===== src/rtl/calc_pkg.sv =====
// -----------------------------------------------------------------------------
// calc_pkg
//   Shared definitions for the calculator datapath: the default operand width
//   and the encoding used when choosing between operand A and operand B.
//   There are no ports; other files pull these in with `import calc_pkg::*`.
// -----------------------------------------------------------------------------
package calc_pkg;

  // Default operand / byte width used throughout the datapath.
  localparam int DATA_W = 8;

  // Default width of the per-output delivery counters.
  localparam int COUNT_W = 8;

  // Operand select encoding. This is shared with the 2:1 operand mux, so both
  // blocks agree on which side is A and which is B.
  localparam logic SEL_A = 1'b0;
  localparam logic SEL_B = 1'b1;

  // Pick the free flag of whichever side `sel` points at.
  function automatic logic sel_free(input logic sel,
                                    input logic a_free,
                                    input logic b_free);
    return (sel == SEL_A) ? a_free : b_free;
  endfunction

endpackage : calc_pkg


===== src/rtl/out_slot_reg.sv =====
// -----------------------------------------------------------------------------
// out_slot_reg
//   One-entry valid/ready holding register with a wrap-around delivery counter.
//   A load and a drain can happen at the same edge, so the slot can sustain one
//   byte per cycle.
//
// Ports
//   clk        in   rising-edge clock
//   rst        in   synchronous reset, active-high; clears data, valid, count
//   load       in   write load_data into the slot at this edge
//   load_data  in   [WIDTH-1:0] byte to store
//   out_ready  in   the sink consumes the held byte at this edge
//   out_data   out  [WIDTH-1:0] held byte
//   out_valid  out  the slot holds a byte
//   out_count  out  [CNT_W-1:0] number of bytes delivered (valid && ready)
//   free       out  the slot can take a load at this edge (empty or draining)
// -----------------------------------------------------------------------------
module out_slot_reg
  import calc_pkg::*;
#(
  parameter int WIDTH = DATA_W,
  parameter int CNT_W = COUNT_W
) (
  input  logic             clk,
  input  logic             rst,
  input  logic             load,
  input  logic [WIDTH-1:0] load_data,
  input  logic             out_ready,
  output logic [WIDTH-1:0] out_data,
  output logic             out_valid,
  output logic [CNT_W-1:0] out_count,
  output logic             free
);

  logic [WIDTH-1:0] data_q,  data_d;
  logic             valid_q, valid_d;
  logic [CNT_W-1:0] count_q, count_d;
  logic             drain;

  assign drain = valid_q && out_ready;
  assign free  = !valid_q || out_ready;

  always_comb begin
    // NOTE: every signal written here gets its hold value first, so no path
    // leaves one unassigned and no latch is inferred.
    valid_d = valid_q;
    data_d  = data_q;
    count_d = count_q;

    if (drain) begin
      valid_d = 1'b0;
      count_d = count_q + CNT_W'(1);  // wraps naturally at 2^CNT_W
    end

    // A load at the same edge as a drain wins, so the slot stays valid with
    // the new byte and there is no bubble.
    if (load) begin
      valid_d = 1'b1;
      data_d  = load_data;
    end
  end

  // NOTE: state registers use non-blocking assignments only, so every flop
  // samples its pre-edge value regardless of process ordering.
  always_ff @(posedge clk) begin
    // NOTE: the data register is reset too. It is a single visible output
    // register, not a memory array, and sinks see a_data/b_data = 0 after rst.
    if (rst) begin
      data_q  <= '0;
      valid_q <= 1'b0;
      count_q <= '0;
    end else begin
      data_q  <= data_d;
      valid_q <= valid_d;
      count_q <= count_d;
    end
  end

  assign out_data  = data_q;
  assign out_valid = valid_q;
  assign out_count = count_q;

endmodule : out_slot_reg


===== src/rtl/demux_1x2_8bit_reg.sv =====
// -----------------------------------------------------------------------------
// demux_1x2_8bit_reg
//   Registered 1-to-2 demultiplexer. It steers a byte stream into operand
//   sink A or sink B. Each side has a one-entry valid/ready holding register.
//   In auto mode an internal ping-pong pointer alternates A, B, A, ... on every
//   accepted byte. Otherwise in_sel picks the side. If the chosen side is full
//   and not draining, the input stalls; it never falls back to the other side.
//
// Ports
//   clk        in   rising-edge clock
//   rst        in   synchronous reset, active-high
//   in_data    in   [WIDTH-1:0] byte to route
//   in_valid   in   in_data is valid
//   in_ready   out  byte accepted this cycle (independent of in_valid)
//   in_sel     in   explicit target 0=A 1=B, used when auto_mode=0
//   auto_mode  in   target comes from the ping-pong pointer
//   a_data     out  [WIDTH-1:0] output A byte
//   a_valid    out  output A holds a byte
//   a_ready    in   sink A consumes
//   b_data     out  [WIDTH-1:0] output B byte
//   b_valid    out  output B holds a byte
//   b_ready    in   sink B consumes
//   next_sel   out  target of the next accepted transfer
//   a_count    out  [CNT_W-1:0] bytes delivered on A (wraps)
//   b_count    out  [CNT_W-1:0] bytes delivered on B (wraps)
// -----------------------------------------------------------------------------
module demux_1x2_8bit_reg
  import calc_pkg::*;
#(
  parameter int WIDTH = DATA_W,
  parameter int CNT_W = COUNT_W
) (
  input  logic             clk,
  input  logic             rst,
  input  logic [WIDTH-1:0] in_data,
  input  logic             in_valid,
  output logic             in_ready,
  input  logic             in_sel,
  input  logic             auto_mode,
  output logic [WIDTH-1:0] a_data,
  output logic             a_valid,
  input  logic             a_ready,
  output logic [WIDTH-1:0] b_data,
  output logic             b_valid,
  input  logic             b_ready,
  output logic             next_sel,
  output logic [CNT_W-1:0] a_count,
  output logic [CNT_W-1:0] b_count
);

  logic ptr_q, ptr_d;
  logic tgt;
  logic a_free, b_free;
  logic accept;
  logic load_a, load_b;

  // The pointer only steers while auto_mode is high. Leaving auto mode freezes
  // it, so re-entering auto mode resumes the alternation where it stopped.
  assign tgt      = auto_mode ? ptr_q : in_sel;
  assign next_sel = tgt;

  // rst gates in_ready combinationally, so no byte is ever accepted during a
  // reset cycle.
  assign in_ready = !rst && sel_free(tgt, a_free, b_free);
  assign accept   = in_valid && in_ready;
  assign load_a   = accept && (tgt == SEL_A);
  assign load_b   = accept && (tgt == SEL_B);

  always_comb begin
    ptr_d = ptr_q;
    if (auto_mode && accept) begin
      ptr_d = ~ptr_q;
    end
  end

  always_ff @(posedge clk) begin
    if (rst) begin
      ptr_q <= SEL_A;
    end else begin
      ptr_q <= ptr_d;
    end
  end

  out_slot_reg #(
    .WIDTH (WIDTH),
    .CNT_W (CNT_W)
  ) u_slot_a (
    .clk       (clk),
    .rst       (rst),
    .load      (load_a),
    .load_data (in_data),
    .out_ready (a_ready),
    .out_data  (a_data),
    .out_valid (a_valid),
    .out_count (a_count),
    .free      (a_free)
  );

  out_slot_reg #(
    .WIDTH (WIDTH),
    .CNT_W (CNT_W)
  ) u_slot_b (
    .clk       (clk),
    .rst       (rst),
    .load      (load_b),
    .load_data (in_data),
    .out_ready (b_ready),
    .out_data  (b_data),
    .out_valid (b_valid),
    .out_count (b_count),
    .free      (b_free)
  );

endmodule : demux_1x2_8bit_reg


===== config.mk =====
export PLATFORM = sky130hd
export DESIGN_NAME = demux_1x2_8bit_reg
export DESIGN_NICKNAME = d
export VERILOG_FILES = /design/src/rtl/calc_pkg.sv /design/src/rtl/out_slot_reg.sv /design/src/rtl/demux_1x2_8bit_reg.sv
export SDC_FILE = /design/constraint.sdc
export NUM_CORES = 1
export LEC_CHECK = 0
export CAP_MARGIN = 20
export CORE_ASPECT_RATIO = 1.5
export CORE_MARGIN = 2
export CORE_UTILIZATION = 44
export CTS_CLUSTER_SIZE = 40
export DETAILED_ROUTE_END_ITERATION = 12
export PLACE_DENSITY = 0.78
export SLEW_MARGIN = 20
export SYNTH_ARGS = -nofsm -noshare
export SYNTH_HDL_FRONTEND = slang
export SYNTH_HIERARCHICAL = 1
export SYNTH_SLANG_ARGS = --single-unit
export TNS_END_PERCENT = 100

===== constraint.sdc =====
create_clock -name clk -period 1.93 [get_ports clk]
set_clock_uncertainty 0.15 [all_clocks]
set_input_delay 0.2895 -clock clk [delete_from_list [all_inputs] [get_ports clk]]
set_output_delay 0.2895 -clock clk [all_outputs]
set_load 0.1 [all_outputs]

# == After elaboration in Yosys (flattened, before gate mapping) ==
# Index checks and enable logic that the tools add are counted.
# word_totals
n_memories,0
latchBits,0
ram_bits,0
mem_bits_ro,0
word_cells,31
register_bits,35
# op_classes
bitwise,2
add_sub_neg,2
n_eq_ne,0
div_mod_pow,0
mul,0
n_lt_le_gt_ge,0
n_reduce_logical,14
n_mux,6
shifts,0
# op_table
operator,n
$add A8 B1 Y8 const B,2
$logic_and A1 B1 Y1,7
$mux W1,6
$reduce_bool A2 Y1,2
$logic_not A1 Y1,3
$logic_or A1 B1 Y1,2
$not A1 Y1,2

# == Longest topological paths before layout ==
# Gate-level depths: netlist of the first run.
# logic_depth
word_depth,7
depth_mapped,6

# == Cells and area by module ==
# The synthesis of the first run kept the hierarchy.
# modules_own_cells
module,area_per_inst_um2,instances,cells_per_inst
out_slot_reg,678.2,2,72
demux_1x2_8bit_reg,101.3,1,12

# == Worst setup path after synthesis of the first run ==
# No wires, ideal clock.
# synth_path
path_type,reg-to-output
start,"register u_slot_a.valid_q, in the netlist u_slot_a/out_valid"
end,output port in_ready
stages_incl_launch_ff,4
t_arrival_ps,2591
path_slack_ps,-1101
required_ps,1490
path_cell_list,dfxtp_1 -> or2b_2 -> nand2b_1 -> mux2i_1
# synth_via
elab_chain_cells,4
# synth_rtl
item,line,source
from (decl),out_slot_reg.sv:36,"logic valid_q, valid_d;"
from (signal assigned),out_slot_reg.sv:74,valid_q <= valid_d;
$logic_not A1 Y1,out_slot_reg.sv:41,assign free = !valid_q || out_ready;
$logic_or A1 B1 Y1,out_slot_reg.sv:41,
net a_free,demux_1x2_8bit_reg.sv:53,"logic a_free, b_free;"
$mux W1,calc_pkg.sv:24,return (sel == SEL_A) ? a_free : b_free;
$logic_and A1 B1 Y1,demux_1x2_8bit_reg.sv:64,"assign in_ready = !rst && sel_free(tgt, a_free, b_free);"
to (decl),demux_1x2_8bit_reg.sv:37,"output logic in_ready,"
# The timed path passes the listed nets, and every way through them passes these cells.

# == Worst setup path after layout of the first run ==
# layout_path
start,input port in_sel
end,output port in_ready
# layout_via
elab_chain_cells,3
# layout_rtl
item,line,source
from (decl),demux_1x2_8bit_reg.sv:38,"input logic in_sel,"
$mux W1,demux_1x2_8bit_reg.sv:59,assign tgt = auto_mode ? ptr_q : in_sel;
$mux W1,calc_pkg.sv:24,
$logic_and A1 B1 Y1,demux_1x2_8bit_reg.sv:64,
# Every way passes these cells.

==> run summary, run 1 <==
• ptr_q — startpoint of the most critical register-to-register path
• 0 — DRC violation count after routing
• clkdlybuf4s50_1 > mux2i_2 > buf_4 > mux2i_4 > buf_12 — sequence of cells on the critical path
• primary output — element type at the critical path end
• 235 — number of nets in the finished design
• 14.7 um — drt wl/cell
• 173 — total nets after synthesis
• 62.7% — layout-stage area growth over the synthesis result
• in2out — type of the worst setup path
• in2reg — class of the most critical hold timing path
• 37 — largest net degree at the start of global routing
• 1480 ps — CP arrival
• 99.4% — crit share post-route
• 180 ps — flop2flop setup slack
• input port — crit path launch type
• 4 — length of the first detailed-routing pass in iterations
• 12.1 ps — setup slack after layout
• 1352 — number of global-route vias before repair
• sky130_fd_sc_hd__dfxtp_1 — Primary FF master, synth
• 1490 ps — endpoint required time on the critical path
• 0.783 — routability congestion estimate
• 0 — grt ovf
• 35 — total clock sinks
• 76.1% — worst max-slew margin expressed relative to the limit
• 39 — count of routing violations after the opening detailed-route iteration
• finished clean — result of the run
• 0 — Hold Buf Count CTS
• 521 MHz — top achievable clock speed
• 0.914 nW — static power due to leakage
• ptr_q — terminating pin of the worst hold path
• 0 ps — setup total negative slack
• auto_mode — beginning of the worst hold path
• 156 — synthesized instance count
• 0 — EDFF count, synth
• 290 ps — clock latency at the later pin of the worst-skew pair
• 0 — initial antenna violation count
• yes — CTS tree
• 21.5% — combined global-route utilization of all metal layers
• 0 — antenna violation net count after detailed routing
• 0 — number of setup violations in the final report
• 46.1% — initial core utilization
• 6.04 mm — global-route wire length before repair
• 5.33 — detailed-route vias per instance
• 3800 um2 — die area
• 222 — number of fill cells in the layout
• 0.000761 V — maximum vdd ir drop
• sky130_fd_sc_hd__clkbuf_8 — clock tree root driver cell
• 2 — Clock Tree Buf Depth
• 75.0% — Util after Layout
• u_slot_b/out_data[2] — Reg2Reg Capture Point
• -264 ps — setup slack after placement
• 705 nW/um2 — total power divided by cell area
• 0 — antenna diode count
• 70 ps — clock slew at the register clock pins of the worst setup and hold paths
• 3 — cell depth of the worst min-delay path
• 35 — post-synthesis sequential element count
• 9.34 um2 — post-synthesis area per instance
• 74.5 um — height of the die
• 2.68 mm — placed wire-length estimate after detailed placement
• 1381 — vias after detailed routing
• 48.1% — share of synthesized area occupied by flip-flops and latches
• 36.5% — fraction of final layout cells sized beyond drive strength 1
• 1460 um2 — post-synthesis instance area
• 50 — I/O Buffers
• 3160 um2 — core outline area
• 0 — Pins Over Slew Limit
• 2 — H-tree levels
• sky130_fd_sc_hd__clkdlybuf4s50_1 — highest-delay cell along the critical path
• 51 — I/O pin total
• 0% — Async S/R FF share, synth
• 6 — warning count from the yosys run
• 358 ps — Worst Max-Slew Pin Slew
• 0 — hold violation count in the final report
• 410 ps — maximum cell stage delay along the critical path
• 51.0 um — die width
• 7 — length in cells of the worst reg-to-reg path
• 25 — Rows
• 0 — max-cap violation count
• 29 — number of different library cells in the post-synthesis netlist
• 3.81 mm — total length of routed wires
• 5 — total CTS buffers
• 1920 ps — min Tclk post-route
• 2 — highest fanout seen on the critical path
==> metrics by stage <==
step                      std cells  total power [W]  hold slack [ps]  cell area, um2
after floorplan                 156         0.000977              283            1490
after CTS                       258          0.00168              336            2360
after global placement          249          0.00109              324            2250
after detailed placement        249          0.00110              336            2250
final                           259          0.00167              333            2370
after global routing            259          0.00173              384            2370
==> area by class of cell <==
type | instances | area [um2] | share of cell area [%]
Tap cell | 40 | 50.0 | 2.11
Inverter | 5 | 18.8 | 0.792
Sequential cell | 35 | 721 | 30.4
Clock buffer | 8 | 100 | 4.22
Timing Repair Buffer | 61 | 754 | 31.8
Multi-Input combinational cell | 110 | 727 | 30.7
==> synth_stat cells (2+ instances only) <==
cell                       instances  area share (%)
sky130_fd_sc_hd__or3_1             2            0.86
sky130_fd_sc_hd__or2b_2            2             1.2
sky130_fd_sc_hd__mux2i_1          17              12
sky130_fd_sc_hd__o31ai_1           4             2.1
sky130_fd_sc_hd__ha_1              2             1.7
sky130_fd_sc_hd__nor2b_1           3             1.3
sky130_fd_sc_hd__buf_1             2            0.52
sky130_fd_sc_hd__a21oi_1          12             4.1
sky130_fd_sc_hd__clkbuf_1          2            0.52
sky130_fd_sc_hd__dfxtp_1          35              48
sky130_fd_sc_hd__mux2_2            2             1.5
sky130_fd_sc_hd__or3_2             2             1.0
sky130_fd_sc_hd__xor2_1            4             2.4
sky130_fd_sc_hd__or4_1             4             2.1
sky130_fd_sc_hd__nand2b_1          2            0.86
sky130_fd_sc_hd__o21ai_0           4             1.4
sky130_fd_sc_hd__nand4_1           4             1.7
sky130_fd_sc_hd__inv_1             4             1.0
sky130_fd_sc_hd__nand2_1           8             2.1
sky130_fd_sc_hd__nor2_1           25             6.4
sky130_fd_sc_hd__nand3_2           2             1.4
sky130_fd_sc_hd__buf_2             2            0.69
sky130_fd_sc_hd__nand3_1           6             2.1
==> cell families after synthesis <==
kind of cell / share of synthesized area (%)
muxes: 14.2
adders and majority gates: 1.72
buffers and inverters: 3.00
DFF: 48.1
and+or+nand+nor: 21.9
AOI/OAI and AO/OA: 8.76
xor gates and xnor gates: 2.40
==> worst max path at each step <==
stage | startpoint | to | slack, ps | cells after the start
detailed placement | auto_mode | in_ready | -260 | 5
finish | in_sel | in_ready | 10 | 5
CTS | u_slot_b/out_valid | in_ready | 20 | 4
global route | in_sel | in_ready | -30 | 5
floorplan | u_slot_a/out_count[5] | u_slot_a/out_count[7] | 4 | 3
global placement | auto_mode | in_ready | -180 | 5
==> state kept, by name (all words and copies together), names as in the netlist <==
signal	flops
u_slot_b/out_data	8
u_slot_a/out_data	8
u_slot_b/out_valid	1
u_slot_b/out_count	8
u_slot_a/out_valid	1
u_slot_a/out_count	8
ptr_q	1
==> worst max-delay path: cells and delay by family <==
family	cells	cell delay, ps
buffers and inverters	3	760
multiplexers	2	420
==> metal layers <==
layer | GRT usage (%) | routed length [um] | vias up
li1 | - | - | 666
met4 | 11.1 | 74 | 0
met2 | 40.5 | 2160 | 46
met5 | 0 | 0 | -
met3 | 6.63 | 225 | 7
met1 | 20.6 | 1350 | 662
==> power by group <==
group          internal, W  switching (W)
clock             0.000326       0.000260
combinational     0.000118       0.000212
sequential        0.000738      0.0000156
total              0.00118       0.000489
==> cell usage in the layout (no fill, tap or decap) <==
cell type	n
sky130_fd_sc_hd__xor2_1	4
sky130_fd_sc_hd__nor2b_1	3
sky130_fd_sc_hd__ha_1	2
sky130_fd_sc_hd__or2b_2	2
sky130_fd_sc_hd__a41o_2	1
sky130_fd_sc_hd__clkbuf_8	7
sky130_fd_sc_hd__nand2_1	8
sky130_fd_sc_hd__dfxtp_1	23
sky130_fd_sc_hd__dfxtp_4	2
sky130_fd_sc_hd__clkdlybuf4s50_1	13
sky130_fd_sc_hd__nor2_1	25
sky130_fd_sc_hd__mux2i_2	1
sky130_fd_sc_hd__a21oi_1	12
sky130_fd_sc_hd__dfxtp_2	10
sky130_fd_sc_hd__buf_4	26
sky130_fd_sc_hd__or3_2	2
sky130_fd_sc_hd__nand2b_1	2
sky130_fd_sc_hd__mux2_2	2
sky130_fd_sc_hd__nand3_1	6
sky130_fd_sc_hd__buf_12	21
sky130_fd_sc_hd__a31oi_1	1
sky130_fd_sc_hd__and3_2	2
sky130_fd_sc_hd__nand3_2	2
sky130_fd_sc_hd__inv_1	4
sky130_fd_sc_hd__or3_1	2
sky130_fd_sc_hd__inv_2	1
sky130_fd_sc_hd__dlygate4sd2_1	1
sky130_fd_sc_hd__or4_1	4
sky130_fd_sc_hd__nand4_1	4
sky130_fd_sc_hd__mux2i_1	16
sky130_fd_sc_hd__mux2i_4	1
sky130_fd_sc_hd__o21ai_0	4
sky130_fd_sc_hd__o31ai_1	4
sky130_fd_sc_hd__clkbuf_1	1
==> repair_timing <==
action	in CTS	in global routing
resized for setup	1	3
cloned	0	0
buffers inserted	1	1
endpoints found under the setup margin	1	4
Power figures use the tool's default switching activity.
==> run 2, diff against run 1 <==
--- a/config.mk
+++ b/config.mk
@@ -12,6 +12,7 @@
 export CTS_CLUSTER_SIZE = 40
 export DETAILED_ROUTE_END_ITERATION = 12
 export PLACE_DENSITY = 0.78
+export REMOVE_ABC_BUFFERS = 1
 export SLEW_MARGIN = 20
 export SYNTH_ARGS = -nofsm -noshare
 export SYNTH_HDL_FRONTEND = slang
==> run summary, run 2 (same netlist as run 1, synthesis figures left out) <==
• 2 — worst path buffer plus inverter count
• 97.1% — crit share post-route
• sky130_fd_sc_hd__clkdlybuf4s50_1 — highest-delay cell along the critical path
• 1368 — number of global-route vias before repair
• buffers and inverters — critical path's top delay family
• in2out — type of the worst setup path
• clkdlybuf4s50_1 > or2b_4 > nand2b_1 > mux2i_2 > buf_12 — sequence of cells on the critical path
• 51 — I/O pin total
• 14.1 um — drt wl/cell
• 1440 ps — CP arrival
• 25 — Rows
• 6.00 mm — global-route wire length before repair
• input port — crit path launch type
• 0.811 — routability congestion estimate
• 35 — total clock sinks
• 0 — Pins Over Slew Limit
• 533 MHz — top achievable clock speed
• 2 — H-tree levels
• 5.23 — detailed-route vias per instance
• 508 ps — Worst Max-Slew Pin Slew
• 0.936 nW — static power due to leakage
• 228 um — length of routed met3 wiring
• 30.9% — fraction of final layout cells sized beyond drive strength 1
• primary output — element type at the critical path end
• in2reg — class of the most critical hold timing path
• 1.31 mm — met1 routed wirelength after detailed routing
• 4 — length of the first detailed-routing pass in iterations
• 3.66 mm — total length of routed wires
• 21.2% — combined global-route utilization of all metal layers
• 1490 ps — endpoint required time on the critical path
• 290 ps — clock latency at the later pin of the worst-skew pair
• 225 — number of fill cells in the layout
• 0 ps — setup total negative slack
• met4 — uppermost layer routed
• 0 — antenna diode count
• 236 — number of nets in the finished design
• 704 nW/um2 — total power divided by cell area
• 200 ps — flop2flop setup slack
• 1359 — vias after detailed routing
• 66.1% — worst max-slew margin expressed relative to the limit
• 0.000554 V — maximum vdd ir drop
• 62.5% — layout-stage area growth over the synthesis result
• 1870 ps — min Tclk post-route
• 2.04 mm — met2 layer wire length in the routed design
• 0 — DRC violation count after routing
• 0 — grt ovf
• 47 — count of routing violations after the opening detailed-route iteration
• 0 — number of setup violations in the final report
• finished clean — result of the run
• 35 x sky130_fd_sc_hd__dfxtp_1, 26 x sky130_fd_sc_hd__buf_4, 25 x sky130_fd_sc_hd__nor2_1 — leading cell types in the layout, fill and taps excluded
• 23 — largest net degree at the start of global routing
• 46.1% — initial core utilization
• 500 ps — maximum cell stage delay along the critical path
• 70 ps — clock slew at the register clock pins of the worst setup and hold paths
• 51.0 um — die width
• 5 — total CTS buffers
• false — setup repair after global routing missed its margin
• 0 — hold violation count in the final report
• 75.0% — Util after Layout
• sky130_fd_sc_hd__clkbuf_8 — clock tree root driver cell
• yes — CTS tree
• 0 — max-cap violation count
• 74.5 um — height of the die
• 3800 um2 — die area
• 0.00167 W — post-route total power
• 2.71 mm — placed wire-length estimate after detailed placement
• 0 — antenna violation net count after detailed routing
• 0 — initial antenna violation count
• sky130_fd_sc_hd__dfxtp_1 — most common cell after layout, fill and taps aside
• 2 — Clock Tree Buf Depth
• 3160 um2 — core outline area
• 50 — I/O Buffers
• 4 — highest fanout seen on the critical path
-- run 2: worst paths after layout --
path | from | cells after the start | end
setup reg to reg | ptr_q | 6 | u_slot_b/out_data[4]
setup / recovery | a_ready | 5 | in_ready
hold / removal | rst | 3 | u_slot_a/out_data[1]
hold reg to reg | u_slot_a/out_data[1] | 2 | u_slot_a/out_data[1]
-- run 2: layer usage --
metal	GRT usage [%]	vias to the layer above
li1	-	669
met1	20.4	622
met2	40.3	59
met3	6.22	9
met4	10.5	0
met5	0	-
-- run 2: where the power goes --
part / total [W] / internal, W / switching, W
logic: 0.000332 / 0.000117 / 0.000215
clock network: 0.000583 / 0.000326 / 0.000257
registers: 0.000753 / 0.000740 / 0.0000132
total: 0.00167 / 0.00118 / 0.000486
-- run 2: through the flow --
| stage | hold WS (ps) | cell area [um2] | setup WS, ps | cells |
|---|---|---|---|---|
| 4_1_cts | 359 | 2360 | 28.0 | 260 |
| 6_report | 317 | 2370 | 55.4 | 260 |
| 5_1_grt | 346 | 2370 | 8.53 | 260 |
| 2_1_floorplan | 209 | 1430 | -1100 | 150 |
| 3_3_place_gp | 325 | 2250 | -121 | 251 |
| 3_5_place_dp | 339 | 2250 | -179 | 251 |
-- run 2: worst register-to-register path, delay by kind of cell (launching register included) --
family	cells	cell delay (ps)
AND/OR/NAND/NOR	2	540
buffers and inverters	2	190
multiplexers	2	370
flip-flops	1	370
-- run 2: repair_timing --
item	4_1_cts	5_1_grt
setup endpoints to repair	1	1
gates resized for setup	2	3
hold buffers	0	0
setup buffers	1	0
-- run 2: layout make-up --
class / count / area (um2) / area share (%)
multi-input combinational: 110 / 719 / 30.4
sequential: 35 / 701 / 29.6
timing repair buffer: 62 / 779 / 32.9
clock buffer: 8 / 100 / 4.23
tap: 40 / 50.0 / 2.11
inverter: 5 / 18.8 / 0.792
